## src/rtl/reg_file_16x24.sv

```systemverilog
// ---------------------------------------------------------------------------
// reg_file_16x24
// Architectural register file for the 24-bit single-cycle CPU datapath.
// Sits downstream of the rt/rd destination-select mux.
// Register 0 is hardwired to zero. Registers 1..15 are flip-flops.
//
// Parameters
//   DATA_W    register / data-port width
//   ADDR_W    address width (depth = 2**ADDR_W)
//   BYPASS    1: forward a same-cycle write to a matching read port
//
// Ports
//   Clock      in   rising-edge clock
//   Reset      in   asynchronous active-low clear of all registers
//   ReadAddr1  in   read port 1 address (rs)
//   ReadAddr2  in   read port 2 address (rt)
//   WriteAddr  in   write address from destination-select mux
//   WriteData  in   write data (ALU result or load data)
//   RegWrite   in   write enable
//   ReadData1  out  combinational read data, port 1
//   ReadData2  out  combinational read data, port 2
// ---------------------------------------------------------------------------
module reg_file_16x24 #(
    parameter int DATA_W = 24,
    parameter int ADDR_W = 4,
    parameter int BYPASS = 0
) (
    input  logic              Clock,
    input  logic              Reset,
    input  logic [ADDR_W-1:0] ReadAddr1,
    input  logic [ADDR_W-1:0] ReadAddr2,
    input  logic [ADDR_W-1:0] WriteAddr,
    input  logic [DATA_W-1:0] WriteData,
    input  logic              RegWrite,
    output logic [DATA_W-1:0] ReadData1,
    output logic [DATA_W-1:0] ReadData2
);

    localparam int DEPTH = 2 ** ADDR_W;

    // Entry 0 has no storage at all; reads of address 0 are forced to zero
    // in the read muxes below.
    logic [DATA_W-1:0] regs_reg [1:DEPTH-1];

    // A write is only meaningful for a nonzero address.
    logic wr_valid;
    assign wr_valid = RegWrite && (WriteAddr != '0);

    generate
        for (genvar gi = 1; gi < DEPTH; gi++) begin : g_entry
            localparam logic [ADDR_W-1:0] ENTRY_ADDR = ADDR_W'(gi);

            always_ff @(posedge Clock or negedge Reset) begin
                if (!Reset) begin
                    regs_reg[gi] <= '0;
                end else if (wr_valid && (WriteAddr == ENTRY_ADDR)) begin
                    regs_reg[gi] <= WriteData;
                end
            end
        end
    endgenerate

    // Read muxes. Outputs are held at zero while Reset is low so that the
    // bypass path cannot leak WriteData during reset.
    logic bypass_en;
    assign bypass_en = (BYPASS != 0) && Reset && wr_valid;

    always_comb begin
        ReadData1 = '0;
        if (Reset && (ReadAddr1 != '0)) begin
            ReadData1 = regs_reg[ReadAddr1];
            if (bypass_en && (WriteAddr == ReadAddr1)) begin
                ReadData1 = WriteData;
            end
        end
    end

    always_comb begin
        ReadData2 = '0;
        if (Reset && (ReadAddr2 != '0)) begin
            ReadData2 = regs_reg[ReadAddr2];
            if (bypass_en && (WriteAddr == ReadAddr2)) begin
                ReadData2 = WriteData;
            end
        end
    end

endmodule

```

## config.mk

```make
export PLATFORM = sky130hd
export DESIGN_NAME = reg_file_16x24
export DESIGN_NICKNAME = d
export VERILOG_FILES = /design/src/rtl/reg_file_16x24.sv
export SDC_FILE = /design/constraint.sdc
export NUM_CORES = 1
export LEC_CHECK = 0
export ABC_AREA = 1
export CELL_PAD_IN_SITES_DETAIL_PLACEMENT = 1
export CELL_PAD_IN_SITES_GLOBAL_PLACEMENT = 1
export CORE_ASPECT_RATIO = 0.7
export CORE_MARGIN = 4
export CORE_UTILIZATION = 48
export DETAILED_ROUTE_END_ITERATION = 6
export PLACE_DENSITY = 0.91
export SLEW_MARGIN = 30
export SYNTH_ARGS = -nofsm -noshare
export SYNTH_HDL_FRONTEND = slang
export SYNTH_SLANG_ARGS = --single-unit
```

## constraint.sdc

```tcl
create_clock -name Clock -period 3.75 [get_ports Clock]
set_input_delay 0.5625 -clock Clock [delete_from_list [all_inputs] [get_ports Clock]]
set_output_delay 0.5625 -clock Clock [all_outputs]
set_load 0.01 [all_outputs]
```

==> results of run 1 <==
report_power, final:
part	leakage, nW	internal [mW]	switching (mW)	total, mW
logic	6.96	1.04	2.00	3.05
registers	4.47	4.72	0.567	5.28
clock network	0.615	2.21	1.70	3.91
cells in the mapped netlist:
cell type,n
inv_2,6
dfrtp_1,360
a21oi_1,132
buf_2,109
o21ai_1,76
nor2_1,56
buf_4,30
nand2_1,1439
inv_4,2
nand3_2,1
o21ai_0,250
nor3_2,1
clkbuf_1,81
inv_1,274
nor3_1,1
nor2_4,2
nand3_1,339
buf_1,14
nor2_2,5
clkbuf_2,1
cells by family (layout without fill, tap and decap cells):
logic type | Yosys count | after routing | synth area share (%)
AOI/OAI and AO/OA | 458 | 458 | 11.0
DFF | 360 | 360 | 43.1
and+or+nand+nor | 1844 | 1844 | 35.4
buffers and inverters | 517 | 511 | 10.5
routing by layer:
layer / share of wire [%] / vias to the layer above / global-route usage (%) / routed length [um]
met5: 0.0082 / - / 0 / 7
met4: 5.9 / 2 / 19.2 / 5060
met3: 8.7 / 346 / 6.56 / 7410
met2: 45 / 1161 / 59.7 / 38700
met1: 40 / 11000 / 45.3 / 34000
li1: - / 9836 / - / -
final timing paths:
path	startpoint	slack, ps	to
setup / recovery	Reset	160	ReadData1[2]
setup reg to reg	regs_reg[345]$_DFFE_PN0P_	2900	regs_reg[345]$_DFFE_PN0P_
hold reg to reg	regs_reg[298]$_DFFE_PN0P_	490	regs_reg[298]$_DFFE_PN0P_
hold / removal	Reset	480	regs_reg[324]$_DFFE_PN0P_
max in group asynchronous	Reset	1460	regs_reg[147]$_DFFE_PN0P_
min in group Clock	regs_reg[298]$_DFFE_PN0P_	490	regs_reg[298]$_DFFE_PN0P_
timing repair:
action                    in CTS  in global routing
hold endpoints to repair      31                  0
setup buffers                  0                  0
hold buffers                   1                  0
through the flow:
| stage | cells | power [mW] | utilization (%) | instance area (um^2) | hold slack (ps) |
|---|---|---|---|---|---|
| after floorplan | 3179 | 7.13 | - | 20900 | 267 |
| after global placement | 3692 | 8.00 | 52.2 | 22200 | 458 |
| after detailed placement | 3692 | 8.27 | 52.2 | 22200 | 462 |
| after CTS | 3758 | 12.2 | 55.1 | 23500 | 471 |
| after global routing | 3758 | 12.9 | 55.1 | 23500 | 499 |
| final | 3758 | 12.2 | 55.1 | 23500 | 476 |
final cells by class:
type | instances | area [um^2] | share of cell area (%)
Inverter | 282 | 1060 | 4.53
Timing Repair Buffer | 164 | 1710 | 7.26
Sequential cell | 360 | 9010 | 38.3
Multi-Input combinational cell | 2302 | 9750 | 41.5
Tap cell | 585 | 732 | 3.12
Clock buffer | 55 | 1160 | 4.93
Clock inverter | 10 | 77.6 | 0.330
critical path: cells and delay by family:
| family | cells | cell delay (ps) |
|---|---|---|
| AOI/OAI and AO/OA | 1 | 310 |
| buffers and inverters | 4 | 1760 |
| and+or+nand+nor | 1 | 340 |
==> metrics.cfg, run 1 <==
[placement]
detailed_place_hpwl_um=52100
portBuffers=86
post-place-ws_ps=341
gp_congestion=0.918

[floorplanning]
std_cell_rows=63
core_area_um2=42600
die_h_um=183
die_w_um=257
ios=87
start_util_pct=49.0
dieArea_um2=47000

[route]
viasPerCell=5.94
remaining_drc_errors=0
drt_wl_total_um=85100
dr.first_iter.drc_count=2506
dr.pass1.iters=5
ant_nets=0
wire_per_inst_um=22.6
num_vias=22300

[final_layout]
final_common_cell=nand2_1
largest_reg_flops=360
diodes=0
nNetsFinal=3188
fillers=5638
drive_gt1_share_pct=5.52
final_cell_mix=1431 x nand2_1, 360 x dfrtp_1, 336 x nand3_1
syn_to_final_growth_pct=12.5

[power_and_ir_drop]
peakVddDrop_v=0.000407
power.density_nw_per_um2=521
p_leak_nw=12.0

[global_routing]
grt_pass1_vias=24000
grt_pass1_wl_um=134000
grt_start_max_net_pins=123
grtUsageTotal_pct=36.1
grt-ovfl-total=0
grt_antenna_before_repair=1

[clocking]
cts_tree=built
cts_resized=0
clkLatencyLatePin_ps=560
cts_max_level=2
cts_num_sinks=360
clock_path_buffers=3
cts-root-buf=clkbuf_16
clk_pin_slew_worst_paths_ps=60
cts_inserted_buffers=39

[synthesis]
synth_top_area_share_pct=43.1
synth.area.top_cells=dfrtp_1 43%, nand2_1 26%, nand3_1 8.1%, o21ai_0 6.0%, inv_1 4.9%
syn_area_per_cell_um2=6.57
yosysWarnings=0
yosysTopAreaCell=dfrtp_1
synthCells=3179
syn_area_um2=20900
netlist-cell-type-count=20
ys_ff_latch=360
synth_seq_area_share_pct=43.1
synth_nets=3218

[critical_path]
endpoint_kind=primary output
arrival_ps=3030
critPathKind=input pin to primary output
cp-start-kind=input pin
cp_slowest_cell=clkdlybuf4s50_1
crit_fanout=35
cp.required_ps=3190
path_cells=dlygate4sd3_1, buf_8, nand2_1, buf_4, a21oi_1, clkdlybuf4s50_1
rr_worst_depth=2
slowest_delay_ps=610

[sta]
setup_ws_ps=161
timing.final.hold_violations=0
worstMarginPinSlew_ps=1030
fmax_mhz=279
period_minus_slack_ps=3590
skew_ps=0
setup_viol=0
final_max_slew_viol_count=0
rsz0062_at_grt=false
relSlewSlack_pct=31.6
tns_ps=0
fin_crit_sh_pct=95.7

[run_status]
status=completed

[worst_hold_path]
hp-class=input pin to asynchronous set/reset pin

[job]
drv_cap=0

(Power assumes the default switching activity.)
==> inputs of run 2 (changes only) <==
Settings changed: ABC_AREA 1 to not set, CORE_UTILIZATION 48 to 55, GPL_ROUTABILITY_DRIVEN set to 0, PLACE_DENSITY 0.91 to 0.89.
==> metrics.cfg, run 2 <==
[run_status]
status=completed

[synthesis]
yosysWarnings=0
synth_edf_count=0
yosysTopAreaCell=dfrtp_1
synth.area.top_cells=dfrtp_1 47%, mux2_2 22%, mux4_2 16%, a221oi_1 2.2%, a22oi_1 1.8%
syn_area_um2=19200
ys_ff_latch=360
netlist-cell-type-count=31
syn_area_per_cell_um2=15.1
synth_seq_area_share_pct=46.9
synth_top_area_share_pct=46.9
yosys-top-cells-count=382 x mux2_2, 360 x dfrtp_1, 135 x mux4_2, 62 x clkbuf_1, 53 x nor2b_1
synthArstFlopShare_pct=100
synth-main-ff-cell=dfrtp_1
synth_nets=1315
yosysMostFrequentCell=mux2_2
synthCells=1276

[critical_path]
rr_worst_depth=1
cp-start-kind=input pin
critPathKind=input pin to primary output
r2r_end=regs_reg[267]$_DFFE_PN0P_
endpoint_kind=primary output
rr_startpoint=regs_reg[267]$_DFFE_PN0P_
arrival_ps=3100
reg2reg_slack_ps=2800
crit_fanout=21
cp.required_ps=3190

[placement]
post-place-ws_ps=193
dp.cells=1758
portBuffers=86
detailed_place_hpwl_um=41500

[global_routing]
grt_start_max_net_pins=65
met3_usage_pct=10.6
grt_pass1_vias=15400
use_met2_pct=58.1
grt-ovfl-total=0
grt_pass1_wl_um=106000
grt_busiest_layer=met2
use_met1_pct=49.0
grtUsageTotal_pct=37.7
grt_antenna_before_repair=5

[clocking]
postCtsSetupBuffers=0
cts_num_sinks=360
clkLatencyLatePin_ps=530
clk_pin_slew_worst_paths_ps=60
cts_inserted_buffers=37
cts_max_level=2
cts-root-buf=clkbuf_16
cts_tree=built
clock_path_buffers=3

[power_and_ir_drop]
power.density_nw_per_um2=565
p_leak_nw=8.88
peakVddDrop_v=0.000305

[final_layout]
fin_util_pct=64.7
final_common_cell=mux2_2
final_cell_mix=382 x mux2_2, 360 x dfrtp_1, 135 x mux4_2
largest_reg_flops=360
nNetsFinal=1373
drive_gt1_share_pct=49.2
syn_to_final_growth_pct=14.4
fin_cells=1822

[sta]
period_minus_slack_ps=3660
final_max_slew_viol_count=0
fmax_mhz=273
skew_ps=0
fin_crit_sh_pct=97.7
setup_ws_ps=87.6
worstMarginPinSlew_ps=945
rsz0062_at_grt=false
whs_ps=466
relSlewSlack_pct=37.0
tns_ps=0
setup_viol=0
timing.final.hold_violations=0

[floorplanning]
dieArea_um2=38000
std_cell_rows=56
die_w_um=231
ios=87
core_area_um2=34000
die_h_um=164
start_util_pct=56.6

[route]
remaining_drc_errors=0
dr.pass1.iters=5
drt_wl_total_um=70700
dr.first_iter.drc_count=1702
num_vias=13900
wire_per_inst_um=38.8
ant_nets=0
viasPerCell=7.62

[job]
drv_cap=0

[worst_hold_path]
hp-class=input pin to asynchronous set/reset pin

-- run 2: through the flow --
| stage | cell area (um^2) | power (mW) |
|---|---|---|
| after floorplan | 19200 | 7.30 |
| after global placement | 20800 | 8.08 |
| after detailed placement | 20800 | 8.46 |
| after CTS | 22000 | 12.3 |
| after global routing | 22000 | 12.8 |
| final | 22000 | 12.4 |
-- run 2: worst max-delay path, stage by stage --
cell and delay (ps):
dlygate4sd3_1 560, buf_8 250, o311ai_4 270, buf_8 240, o31ai_1 530, clkdlybuf4s50_1 670
-- run 2: worst max-delay path by stage --
stage            startpoint             to  cells past startpoint
2_1_floorplan  ReadAddr2[1]  ReadData2[13]                      6
3_3_place_gp   ReadAddr2[3]  ReadData2[23]                      6
3_5_place_dp   ReadAddr1[0]   ReadData1[0]                      6
4_1_cts               Reset   ReadData2[1]                      6
5_1_grt               Reset  ReadData1[22]                      7
6_report              Reset  ReadData2[20]                      6
-- run 2: layout make-up --
| type | instances | area, um^2 |
|---|---|---|
| Sequential cell | 360 | 9010 |
| Clock buffer | 55 | 1110 |
| Antenna cell | 1 | 2.50 |
| Multi-Input combinational cell | 779 | 9630 |
| Fill cell | 2984 | 12000 |
| Tap cell | 464 | 581 |
| Timing Repair Buffer | 154 | 1590 |
| Clock inverter | 7 | 65.1 |
| Inverter | 2 | 7.51 |
-- run 2: what timing repair did --
action | 4_1_cts | 5_1_grt
endpoints found under the setup margin | 0 | 2
hold buffers | 1 | 0
hold endpoints to repair | 11 | 0
gates resized for setup | 0 | 2
-- run 2: logic make-up after synthesis --
family	synth area share, %
AND/OR/NAND/NOR	2.50
buffers and inverters	3.64
flip-flops	46.9
multiplexers	40.9
AO/OA/AOI/OAI	6.09
-- run 2: routing by layer --
metal / vias to the layer above / wire length, um
li1: 5097 / -
met1: 7384 / 26200
met2: 1066 / 32500
met3: 333 / 7690
met4: 6 / 4210
met5: - / 39
-- run 2: report_power, final --
part / switching (mW) / internal, mW
registers: 0.908 / 4.79
logic: 1.25 / 1.73
clock network: 1.63 / 2.12
total: 3.79 / 8.64
==> inputs of run 3 (changes only) <==
Settings changed: CORE_UTILIZATION 55 to 47, PLACE_DENSITY 0.89 to 0.81.
Clock period 3.75 ns to 3.2 ns, I/O delays scaled along.
==> metrics.cfg, run 3 (synthesis gave the netlist of run 2 again) <==
[run_status]
status=completed

[floorplanning]
dieArea_um2=44200
start_util_pct=48.0
die_h_um=177
die_w_um=250
ios=87
std_cell_rows=61
core_area_um2=40100

[sta]
setup_viol=0
timing.final.hold_violations=0
fin_crit_sh_pct=99.2
tns_ps=0
final_max_slew_viol_count=0
skew_ps=0
relSlewSlack_pct=46.3
setup_ws_ps=26.5
rsz0062_at_grt=false
whs_ps=23.6
worstMarginPinSlew_ps=806
period_minus_slack_ps=3170
fmax_mhz=315

[clocking]
cts_tree=built
clock_path_buffers=3
cts-root-buf=clkbuf_16
cts_max_level=2
cts_num_sinks=360
clkLatencyLatePin_ps=540
cts_inserted_buffers=39
clk_pin_slew_worst_paths_ps=70

[global_routing]
grt_pass1_wl_um=93300
grt-ovfl-total=0
grtUsageTotal_pct=27.9
grt_pass1_vias=14200
grt_start_max_net_pins=163
grt_antenna_before_repair=4

[final_layout]
final-seq-area_um2=9010
drive_gt1_share_pct=50.0
largest_reg_flops=360
multi_input_area_um2=9620
fin_util_pct=56.2
fillers=3681
final_common_cell=mux2_2
final_cell_mix=382 x mux2_2, 360 x dfrtp_1, 135 x mux4_2
syn_to_final_growth_pct=17.2
nNetsFinal=1400

[route]
dr.pass1.iters=7
viasPerCell=6.79
num_vias=13100
remaining_drc_errors=0
ant_nets=0
dr.first_iter.drc_count=1371
wire_per_inst_um=32.3
drt_wl_total_um=62100

[critical_path]
rr_startpoint=regs_reg[92]$_DFFE_PN0P_
cp-start-kind=input pin
crit_fanout=14
cp.required_ps=2720
reg2reg_slack_ps=2330
arrival_ps=2690
rr_worst_depth=1
endpoint_kind=primary output
r2r_end=regs_reg[92]$_DFFE_PN0P_
critPathKind=input pin to primary output

[placement]
detailed_place_hpwl_um=38400
post-place-ws_ps=15.3
portBuffers=86

[power_and_ir_drop]
p_leak_nw=9.09
peakVddDrop_v=0.000288
power.density_nw_per_um2=637

[job]
drv_cap=0

[worst_hold_path]
hp-class=input pin to asynchronous set/reset pin

[run 3: cell count changes in the layout (fill, tap and decap cells not counted), moves of 2 or more]
cell,before,now
clkinvlp_4,2,0
buf_12,17,32
clkinv_2,4,9
clkbuf_16,37,40
clkbuf_1,6,10
clkbuf_8,12,4
buf_4,51,60
[run 3: per-stage QoR]
step           cell area [um^2]  std cells  power (mW)
6_report                  22500       1924        14.3
5_1_grt                   22500       1923        14.9
4_1_cts                   22500       1922        14.4
3_5_place_dp              21200       1853        9.86
3_3_place_gp              21200       1853        9.54
2_1_floorplan             19200       1276        8.56
[run 3: how the worst max path moves through the flow]
stage / slack (ps) / startpoint / cells past startpoint / to
3_5_place_dp: 20 / ReadAddr1[3] / 6 / ReadData1[23]
3_3_place_gp: 30 / ReadAddr1[3] / 6 / ReadData1[23]
5_1_grt: 5 / ReadAddr2[3] / 6 / ReadData2[0]
6_report: 30 / ReadAddr1[3] / 6 / ReadData1[10]
2_1_floorplan: 910 / ReadAddr2[1] / 6 / ReadData2[13]
4_1_cts: 20 / ReadAddr1[3] / 6 / ReadData1[23]
[run 3: worst max-delay path: stages]
cell	delay [ps]
clkdlybuf4s50_1	510
inv_1	140
o311ai_4	150
buf_4	270
o31ai_1	490
clkdlybuf4s50_1	650
[run 3: area by class of cell]
type | count | share of cell area [%]
antenna | 1 | 0.0111
clock buffer | 54 | 4.86
clock inverter | 14 | 0.617
inverter | 2 | 0.0333
multi-input combinational | 779 | 42.7
sequential | 360 | 40.0
tap | 535 | 2.97
timing repair buffer | 179 | 8.76
[run 3: report_power, final]
group          internal, mW  switching, mW
sequential             5.62          0.906
combinational          2.06           1.31
clock                  2.56           1.88
total                  10.2           4.10
[run 3: per-layer routing]
layer / part of all wire [%] / vias to the layer above / track usage [%]
met5: 0.050 / - / 0
met4: 3.1 / 6 / 10.4
met3: 7.9 / 137 / 6.39
met2: 47 / 652 / 43.7
met1: 42 / 7092 / 38.6
li1: - / 5170 / -
[run 3: timing repair]
item / in CTS / in global routing
endpoints found under the setup margin: 0 / 1
setup buffers: 0 / 0
gates resized for setup: 0 / 1
endpoints found under the hold margin: 14 / 0
hold buffers: 1 / 0
